$ cat config.mk
export PLATFORM = sky130hd
export DESIGN_NAME = counter_monitor_flat
export DESIGN_NICKNAME = d
export VERILOG_FILES = /design/src/rtl/counter_monitor_if.sv /design/src/rtl/counter_monitor.sv /design/src/flat_wrapper.sv
export SDC_FILE = /design/constraint.sdc
export NUM_CORES = 1
export LEC_CHECK = 0
export CAP_MARGIN = 20
export CORE_ASPECT_RATIO = 1.5
export CORE_MARGIN = 1
export CORE_UTILIZATION = 45
export CTS_BUF_LIST = sky130_fd_sc_hd__clkbuf_4
export DETAILED_ROUTE_END_ITERATION = 16
export PLACE_DENSITY = 0.79
export SYNTH_ARGS = -nofsm -noshare
export SYNTH_HDL_FRONTEND = slang
export SYNTH_SLANG_ARGS = --single-unit
$ cat constraint.sdc
create_clock -name clk -period 4.5 [get_ports clk]
set_input_delay 0.45 -clock clk [delete_from_list [all_inputs] [get_ports clk]]
set_output_delay 0.45 -clock clk [all_outputs]
set_load 0.05 [all_outputs]
$ cat src/rtl/counter_monitor_if.sv
`default_nettype none
// ============================================================================
//  Module      : counter_monitor_if
//  Description : Observed counter stream (dut_rst, cnt, limit, skip) and the
//                decoded monitor results, grouped as one bundle.
//  Revision    : 1.0 - initial release
// ============================================================================
interface counter_monitor_if #(
    parameter int CNT_W  = 10,
    parameter int STEP_W = 16
);
    // Counter side (observed)
    logic                     dut_rst;
    logic signed [CNT_W-1:0]  cnt;
    logic                     limit;
    logic                     skip;

    // Monitor side (decoded results)
    logic                     mode;
    logic                     mode_vld;
    logic                     at_limit;
    logic [STEP_W-1:0]        step_cnt;
    logic [7:0]               skip_cnt;
    logic                     err;
    logic [2:0]               err_code;

    // Whoever produces the counter stream and consumes the results
    modport master (
        output dut_rst, cnt, limit, skip,
        input  mode, mode_vld, at_limit, step_cnt, skip_cnt, err, err_code
    );

    // The monitor itself
    modport slave (
        input  dut_rst, cnt, limit, skip,
        output mode, mode_vld, at_limit, step_cnt, skip_cnt, err, err_code
    );
endinterface
`default_nettype wire

$ cat src/rtl/counter_monitor.sv
`default_nettype none
// ============================================================================
//  Module      : counter_monitor
//  Description : Passive checker for the lab up/down counter. Resynchronises
//                on the counter's reset value, decodes direction, counts
//                normal and double steps, and latches the first violation.
//  Revision    : 1.0 - initial release
// ============================================================================
module counter_monitor #(
    parameter int CNT_W  = 10,
    parameter int STEP_W = 16
) (
    input  wire logic         clk,
    input  wire logic         rst,
    counter_monitor_if.slave  bus
);

    typedef enum logic [1:0] {
        ST_SYNC  = 2'd0,
        ST_TRACK = 2'd1,
        ST_FAIL  = 2'd2
    } state_t;

    // Deltas and thresholds are evaluated one bit wider than cnt so that
    // cnt - prev can never overflow.
    localparam int DW = CNT_W + 1;
    localparam logic signed [DW-1:0] C_START  = DW'(-50);
    localparam logic signed [DW-1:0] C_P5     = DW'(5);
    localparam logic signed [DW-1:0] C_P10    = DW'(10);
    localparam logic signed [DW-1:0] C_M9     = DW'(-9);
    localparam logic signed [DW-1:0] C_M18    = DW'(-18);
    localparam logic signed [DW-1:0] C_DBL_UP = DW'(-16);
    localparam logic signed [DW-1:0] C_DBL_DN = DW'(-2);
    localparam logic signed [DW-1:0] C_TOP    = DW'(230);
    localparam logic signed [DW-1:0] C_BOT    = DW'(-221);

    localparam logic [2:0] C_ERR_START = 3'd1;
    localparam logic [2:0] C_ERR_DELTA = 3'd2;
    localparam logic [2:0] C_ERR_TRANS = 3'd3;
    localparam logic [2:0] C_ERR_FLAG  = 3'd4;

    state_t                  state_q,    state_d;
    logic signed [CNT_W-1:0] prev_q,     prev_d;
    logic                    mode_q,     mode_d;
    logic                    mode_vld_q, mode_vld_d;
    logic                    at_limit_q, at_limit_d;
    logic [STEP_W-1:0]       step_cnt_q, step_cnt_d;
    logic [7:0]              skip_cnt_q, skip_cnt_d;
    logic                    err_q,      err_d;
    logic [2:0]              err_code_q, err_code_d;

    logic signed [DW-1:0] cnt_x;
    logic signed [DW-1:0] prev_x;
    logic signed [DW-1:0] delta;
    logic is_p5, is_p10, is_m9, is_m18, is_hold, is_double;
    logic delta_ok, trans_ok, flag_ok;

    assign cnt_x  = {bus.cnt[CNT_W-1], bus.cnt};
    assign prev_x = {prev_q[CNT_W-1], prev_q};
    assign delta  = cnt_x - prev_x;

    assign is_p5     = (delta == C_P5);
    assign is_p10    = (delta == C_P10);
    assign is_m9     = (delta == C_M9);
    assign is_m18    = (delta == C_M18);
    assign is_hold   = (delta == '0);
    assign is_double = is_p10 | is_m18;
    assign delta_ok  = is_p5 | is_p10 | is_m9 | is_m18 | is_hold;

    // Double steps happen only at the two fixed skip points; holds only
    // beyond the end thresholds; single steps everywhere else.
    assign trans_ok  = (is_p5   && (prev_x != C_DBL_UP) && (prev_x <= C_TOP))
                     | (is_p10  && (prev_x == C_DBL_UP))
                     | (is_m9   && (prev_x != C_DBL_DN) && (prev_x >= C_BOT))
                     | (is_m18  && (prev_x == C_DBL_DN))
                     | (is_hold && ((prev_x > C_TOP) || (prev_x < C_BOT)));

    assign flag_ok   = (bus.limit == !is_hold) && (bus.skip == !is_double);

    // Next-state and next-output decode; FAIL falls through the defaults so
    // everything freezes there.
    always_comb begin
        state_d    = state_q;
        prev_d     = prev_q;
        mode_d     = mode_q;
        mode_vld_d = mode_vld_q;
        at_limit_d = at_limit_q;
        step_cnt_d = step_cnt_q;
        skip_cnt_d = skip_cnt_q;
        err_d      = err_q;
        err_code_d = err_code_q;

        case (state_q)
            ST_SYNC: begin
                if (!bus.dut_rst) begin
                    if (cnt_x == C_START) begin
                        prev_d  = bus.cnt;
                        state_d = ST_TRACK;
                    end else begin
                        err_code_d = C_ERR_START;
                        err_d      = 1'b1;
                        state_d    = ST_FAIL;
                    end
                end
            end

            ST_TRACK: begin
                if (bus.dut_rst) begin
                    state_d = ST_SYNC;
                end else if (!delta_ok) begin
                    err_code_d = C_ERR_DELTA;
                    err_d      = 1'b1;
                    state_d    = ST_FAIL;
                end else if (!trans_ok) begin
                    err_code_d = C_ERR_TRANS;
                    err_d      = 1'b1;
                    state_d    = ST_FAIL;
                end else if (!flag_ok) begin
                    err_code_d = C_ERR_FLAG;
                    err_d      = 1'b1;
                    state_d    = ST_FAIL;
                end else begin
                    prev_d     = bus.cnt;
                    at_limit_d = is_hold;
                    if (!is_hold) begin
                        mode_d     = ~delta[DW-1];
                        mode_vld_d = 1'b1;
                        step_cnt_d = step_cnt_q + STEP_W'(1);
                    end
                    if (is_double && (skip_cnt_q != 8'hFF)) begin
                        skip_cnt_d = skip_cnt_q + 8'd1;
                    end
                end
            end

            default: begin
            end
        endcase
    end

    // State and result registers, cleared asynchronously by rst
    always_ff @(posedge clk or posedge rst) begin
        if (rst) begin
            state_q    <= ST_SYNC;
            prev_q     <= '0;
            mode_q     <= 1'b0;
            mode_vld_q <= 1'b0;
            at_limit_q <= 1'b0;
            step_cnt_q <= '0;
            skip_cnt_q <= '0;
            err_q      <= 1'b0;
            err_code_q <= '0;
        end else begin
            state_q    <= state_d;
            prev_q     <= prev_d;
            mode_q     <= mode_d;
            mode_vld_q <= mode_vld_d;
            at_limit_q <= at_limit_d;
            step_cnt_q <= step_cnt_d;
            skip_cnt_q <= skip_cnt_d;
            err_q      <= err_d;
            err_code_q <= err_code_d;
        end
    end

    assign bus.mode     = mode_q;
    assign bus.mode_vld = mode_vld_q;
    assign bus.at_limit = at_limit_q;
    assign bus.step_cnt = step_cnt_q;
    assign bus.skip_cnt = skip_cnt_q;
    assign bus.err      = err_q;
    assign bus.err_code = err_code_q;

endmodule
`default_nettype wire

$ cat src/flat_wrapper.sv
// flat-port wrapper written by rule: the top's interface ports become plain ports
module counter_monitor_flat 
#(
    parameter int CNT_W  = 10,
    parameter int STEP_W = 16
)
  (clk, rst, bus_dut_rst, bus_cnt, bus_limit, bus_skip, bus_mode, bus_mode_vld, bus_at_limit, bus_step_cnt, bus_skip_cnt, bus_err, bus_err_code);
  counter_monitor_if #(.CNT_W(CNT_W), .STEP_W(STEP_W)) bus_i ();
  input  wire logic clk;
  input  wire logic rst;
  input wire logic [$bits(bus_i.dut_rst)-1:0] bus_dut_rst;
  input wire logic [$bits(bus_i.cnt)-1:0] bus_cnt;
  input wire logic [$bits(bus_i.limit)-1:0] bus_limit;
  input wire logic [$bits(bus_i.skip)-1:0] bus_skip;
  output wire logic [$bits(bus_i.mode)-1:0] bus_mode;
  output wire logic [$bits(bus_i.mode_vld)-1:0] bus_mode_vld;
  output wire logic [$bits(bus_i.at_limit)-1:0] bus_at_limit;
  output wire logic [$bits(bus_i.step_cnt)-1:0] bus_step_cnt;
  output wire logic [$bits(bus_i.skip_cnt)-1:0] bus_skip_cnt;
  output wire logic [$bits(bus_i.err)-1:0] bus_err;
  output wire logic [$bits(bus_i.err_code)-1:0] bus_err_code;
  assign bus_i.dut_rst = bus_dut_rst;
  assign bus_i.cnt = bus_cnt;
  assign bus_i.limit = bus_limit;
  assign bus_i.skip = bus_skip;
  assign bus_mode = bus_i.mode;
  assign bus_mode_vld = bus_i.mode_vld;
  assign bus_at_limit = bus_i.at_limit;
  assign bus_step_cnt = bus_i.step_cnt;
  assign bus_skip_cnt = bus_i.skip_cnt;
  assign bus_err = bus_i.err;
  assign bus_err_code = bus_i.err_code;
  counter_monitor #(.CNT_W(CNT_W), .STEP_W(STEP_W)) u_core (.clk(clk), .rst(rst), .bus(bus_i));
endmodule
-- Yosys cells after proc, flatten, opt, wreduce, memory -nomap -nowiden
Index checks and enable logic that the tools add are counted.
- register bits: 43
- latch bits: 0
- bits in writable memories: 0
- bits in read-only memories: 0
- bits of input ports: 15
- output and inout port bits: 31
- logic and storage cells: 99
- memories: 0
- add/sub/neg operators: 3
- multiply operators: 0
- divide/modulo/power cells: 0
- $lt $le $gt $ge: 4
- equality and inequality tests: 22
- shift operators: 0
- mux-type cells: 28
- bitwise logic cells: 12
- reduce and logical (&&, ||, !) cells: 21
- operators by type and width (kind ; count):
    2-to-1 mux 10 bit ; 6
    == test 11 x 5 -> 1 bit, second input constant ; 2
    case mux 10 bit (2 select lines) ; 1
    2-to-1 mux 3 bit ; 6
    adder 16 x 1 -> 16 bit, second input constant ; 1
    2-to-1 mux 2 bit ; 6
    AND reduction 6 bit ; 2
    == test 11 x 4 -> 1 bit, second input constant ; 1
    == test 11 x 6 -> 1 bit, second input constant ; 1
    logical NOT 11 bit ; 1
    subtractor 10 x 10 -> 11 bit ; 1
    == test 10 x 2 -> 1 bit, second input constant ; 1
    == test 10 x 5 -> 1 bit, second input constant ; 1
    == test 10 x 7 -> 1 bit, second input constant ; 1
    >= comparator 10 x 9 -> 1 bit, second input constant ; 1
    > comparator 10 x 9 -> 1 bit, second input constant ; 1
    less-or-equal comparator 10 x 9 -> 1 bit, second input constant ; 1
    < comparator 10 x 9 -> 1 bit, second input constant ; 1
    != test 10 x 2 -> 1 bit, second input constant ; 1
    != test 10 x 5 -> 1 bit, second input constant ; 1
    AND reduction 5 bit ; 2
    logical AND 1 bit ; 9
    bitwise OR 1 bit ; 9
    adder 8 x 1 -> 8 bit, second input constant ; 1
    other kinds (18) ; 32

-- Longest topological paths before layout
- depth in word-level cells: 12
- depth in mapped cells: 14
- gate-level depth less buffers: 13

-- Worst setup path after synthesis
No wires, ideal clock.
- path type: input port to flip-flop
- from: input port bus_cnt[0]
- to: register u_core.prev_q[4]
- setup time: 125 ps
- arrival time: 3429 ps
- required time: 4375 ps
- path slack: 946 ps
- cell stages on the path: 13
- buffers on the path: 0
- cells stage by stage: inv_1 ha_1 inv_1 fa_1 a21o_1 a22oi_2 nand2_1 a211oi_2 o211ai_1 or3_4 a2111oi_4 nand2_4 mux2_4
- longest elaborated chain between the ends: 10
- elaborated cells on any way between the ends: 33
- those cells by class: add/sub: 1; eq/ne: 11; bitwise: 9; reduce/logical: 12
- RTL lines (what ; RTL line ; source):
    from (decl) ; flat_wrapper.sv:12 ; input wire logic [$bits(bus_i.cnt)-1:0] bus_cnt;
    subtractor 10 x 10 -> 11 bit ; counter_monitor.sv:60 ; assign delta = cnt_x - prev_x;
    == test 11 x 4 -> 1 bit ; counter_monitor.sv:62 ; assign is_p5 = (delta == C_P5);
    logical AND 1 bit (2 in a row) ; counter_monitor.sv:72 ; assign trans_ok = (is_p5 && (prev_x != C_DBL_UP) && (prev_x <= C_TOP))
    bitwise OR 1 bit ; counter_monitor.sv:73 ; | (is_p10 && (prev_x == C_DBL_UP))
    bitwise OR 1 bit ; counter_monitor.sv:74 ; | (is_m9 && (prev_x != C_DBL_DN) && (prev_x >= C_BOT))
    bitwise OR 1 bit ; counter_monitor.sv:75 ; | (is_m18 && (prev_x == C_DBL_DN))
    bitwise OR 1 bit ; counter_monitor.sv:76 ; | (is_hold && ((prev_x > C_TOP) || (prev_x < C_BOT)));
    != test 2 x 1 -> 1 bit (no line) ; - ;
    AND reduction 7 bit (no line) (*) ; - ;
    to (signal assigned) ; counter_monitor.sv:155 ; prev_q <= prev_d;
    to (decl) ; counter_monitor.sv:43 ; logic signed [CNT_W-1:0] prev_q, prev_d;
Every way passes the cells marked *; elsewhere a longest branch is shown, timed or not.
A chain may end at the register's enable or synchronous reset.

-- Worst setup path after layout
- from: input port bus_cnt[0]
- to: register u_core.prev_q[2]
The elaborated chain is that of the path after synthesis.

==> results.cfg <==
[cts]
htreeDepth = 2
clk_latency_ns = 0.36
cts_sinks = 43
postCtsSetupRepairBufs = 0
cts_buffers = 5
postCtsHoldBufs = 0
cts.clk_slew.worst_paths_ns = 0.13
cts_tree = yes
cts_resized = 0
cts_root_buf = clkbuf_4
cts_buffer_depth = 2

[power]
p_sw_share_pct = 26.5
internal-power_uw = 547
leakagePower_uw = 0.00159
p_switching_uw = 198
p_clk_share_pct = 33.3
seq_power_share_pct = 52.8
worst_ir_drop_vdd_uv = 161
combPwrFrac_pct = 13.9
power_density_nw_per_um2 = 203

[status]
status = finished, final reports clean

[job]
drv_cap = 0

[route]
ant_nets = 0
viasPerCell = 6.08
detail_route.iter0.violations = 141
vias = 2695
drt_wl_total_um = 7330
drc = 0
wl_per_cell_um = 16.6
dr.pass1.iters = 4

[setup_path]
required_ns = 4.77
crit_type = in -> reg
slowest_delay_ns = 0.46
crit_family = compound AO/OA/AOI/OAI gates
crit_cells = 15
path_buf_inv = 4
worstPathCellList = clkdlybuf4s50_1 -> inv_1 -> ha_1 -> inv_1 -> fa_1 -> a21o_1 -> a22oi_2 -> nand2_1 -> a211oi_2 -> o211ai_1 -> or3_4 -> a2111oi_4 -> buf_4 -> nand4_1 -> o211ai_1
cp_max_fo = 16
rr_worst_depth = 13
regToRegSetupSlack_ns = 0.78
worstPathArrival_ns = 4.14
slowest_stage = or3_4
end_kind = flip-flop
start_kind = input port

[global_route]
antenna_found_initial = 0
grtUsageTotal_pct = 20.9
grt_pass1_wl_um = 12100
grt_max_degree = 44
grt_pass1_vias = 2631
grt-ovfl-total = 0

[sta]
hold_viol = 0
rsz0062_at_grt = no
max_freq_mhz = 258
setup_ws_ns = 0.629
period_minus_slack_ns = 3.87
slew-limit-headroom_pct = 50.1
tightest_slew_ns = 0.745
drv_slew = 0
hold_slack_ns = 0.490
fin_crit_sh_pct = 86.0
skew_ns = 0.00680
tns_ns = 0
setup_violations = 0

[logic_synthesis]
yosysTopAreaCell = dfrtp_1
synth_cells = 321
synth_edf_count = 0
synth_warnings = 0
syn_area_um2 = 3070
yosysSeqAreaShare_pct = 35.1
synthDominantCellAreaShare_pct = 35.1
syn_area_per_cell_um2 = 9.55
postSynth.asyncResetShare_pct = 100
ys_seq_elements = 43
synth_area_leaders = dfrtp_1 (35%), xnor2_1 (7.4%), ha_1 (4.9%)
synth-main-ff-cell = dfrtp_1
synth_top_cells_by_count = dfrtp_1 (43), xnor2_1 (26), nand2_1 (20), nand4_1 (20), nor2_1 (17)
synth.most_common_cell = dfrtp_1
synth_cell_types = 65
syn_nets = 349

[placement]
gp_congestion = 0.890
place_ws_ns = 0.284
place_hpwl_um = 5680
io_buffers = 45
dp.cells = 435

[finish]
drive_gt1_share_pct = 10.6
antenna_cells = 0
fin_nets = 394
synthToLayoutAreaGrowth_pct = 19.6
instances_no_fill = 443

[hold_path]
whs_path_depth = 1
hold_path_class = reg -> reg

[floorplanning]
ios = 46
fp-row-count = 36
fp.dieW_um = 69.4
fp.dieArea_um2 = 7160
coreArea_um2 = 6530
die_h_um = 103
start_util_pct = 47.0
## final cells by class
class	count	area, um^2
clock inverter	3	43.8
tap	76	95.1
clock buffer	5	37.5
fill	574	2860
inverter	15	56.3
multi-input combinational	252	1880
timing repair buffer	49	480
sequential	43	1080
## worst reg2reg max path, delay by kind of cell (launching register included)
family          cells  cell delay [ns]
buf+inv             2             0.34
flops               1             0.43
fa+ha+maj           2             0.60
compound gates      6             1.58
simple gates        3             0.68
## through the flow
stage               cell area (um^2)  power [uW]  util (%)
floorplan                       3070         465         -
global placement                3590         503      54.9
detailed placement              3590         504      54.9
CTS                             3670         753      56.1
global route                    3670         774      56.1
finish                          3670         745      56.1
## sequential cells by signal (all words and copies together) (netlist names)
| register | flops |
|---|---|
| u_core.bus.at_limit | 1 |
| u_core.bus.err | 1 |
| u_core.bus.err_code | 3 |
| u_core.bus.mode | 1 |
| u_core.bus.mode_vld | 1 |
| u_core.bus.skip_cnt | 8 |
| u_core.bus.step_cnt | 16 |
| u_core.prev_q | 10 |
| u_core.state_q | 2 |
## power groups by stage
| stage | combinational [uW] | sequential (uW) | clock [uW] |
|---|---|---|---|
| 2_1_floorplan | 51.5 | 414 | 0 |
| 3_3_place_gp | 102 | 401 | 0 |
| 3_5_place_dp | 103 | 401 | 0 |
| 4_1_cts | 104 | 394 | 256 |
| 5_1_grt | 112 | 394 | 268 |
| 6_report | 104 | 393 | 248 |
## path summary, 6_finish.rpt
| check | from | endpoint |
|---|---|---|
| hold / removal | u_core.bus.step_cnt[15]$_DFFE_PP0P_ | u_core.bus.step_cnt[15]$_DFFE_PP0P_ |
| min in group asynchronous | rst | u_core.bus.step_cnt[4]$_DFFE_PP0P_ |
| setup / recovery | bus_cnt[0] | u_core.prev_q[2]$_DFFE_PP0P_ |
| setup reg to reg | u_core.prev_q[0]$_DFFE_PP0P_ | u_core.prev_q[2]$_DFFE_PP0P_ |
| max in group asynchronous | rst | u_core.prev_q[8]$_DFFE_PP0P_ |
| hold reg to reg | u_core.bus.step_cnt[15]$_DFFE_PP0P_ | u_core.bus.step_cnt[15]$_DFFE_PP0P_ |
## logic make-up after synthesis
kind of cell               Yosys count  synth area share [%]
buffers and inverters               26                  3.67
xor gates and xnor gates            29                  8.28
and+or+nand+nor                    114                  21.2
adders and majority gates           13                  5.55
muxes                                8                  3.14
DFF                                 43                  35.1
AOI/OAI and AO/OA                   88                  23.1
## routing by layer
metal | part of all wire [%] | wire length (um) | up-vias | track usage (%)
met5 | 0 | 0 | - | 0
met4 | 3.3 | 240 | 0 | 11.3
met3 | 2.8 | 208 | 19 | 2.83
met2 | 52 | 3840 | 64 | 38.5
met1 | 41 | 3040 | 1299 | 23.5
li1 | - | - | 1313 | -
## placed cells by master, fill, tap and decap left out, types with 3 or more instances in the layout
cell type         n
clkdlybuf4s50_1  45
a211oi_1         11
buf_4             4
nor2_1           17
nand2_1          20
clkbuf_4          5
a21o_1            4
a211oi_2          4
nor4_1            3
mux2_2            5
and3_1           10
nor3_1            7
xor2_1            3
xnor2_1          26
dfrtp_1          43
o211ai_1         10
a21oi_1          15
a2111oi_4         3
ha_1             12
nand3_1          13
o21ai_0          15
and4_1            3
nand4_1          20
inv_1            15
No activity file was read; power rests on OpenSTA's default activity.
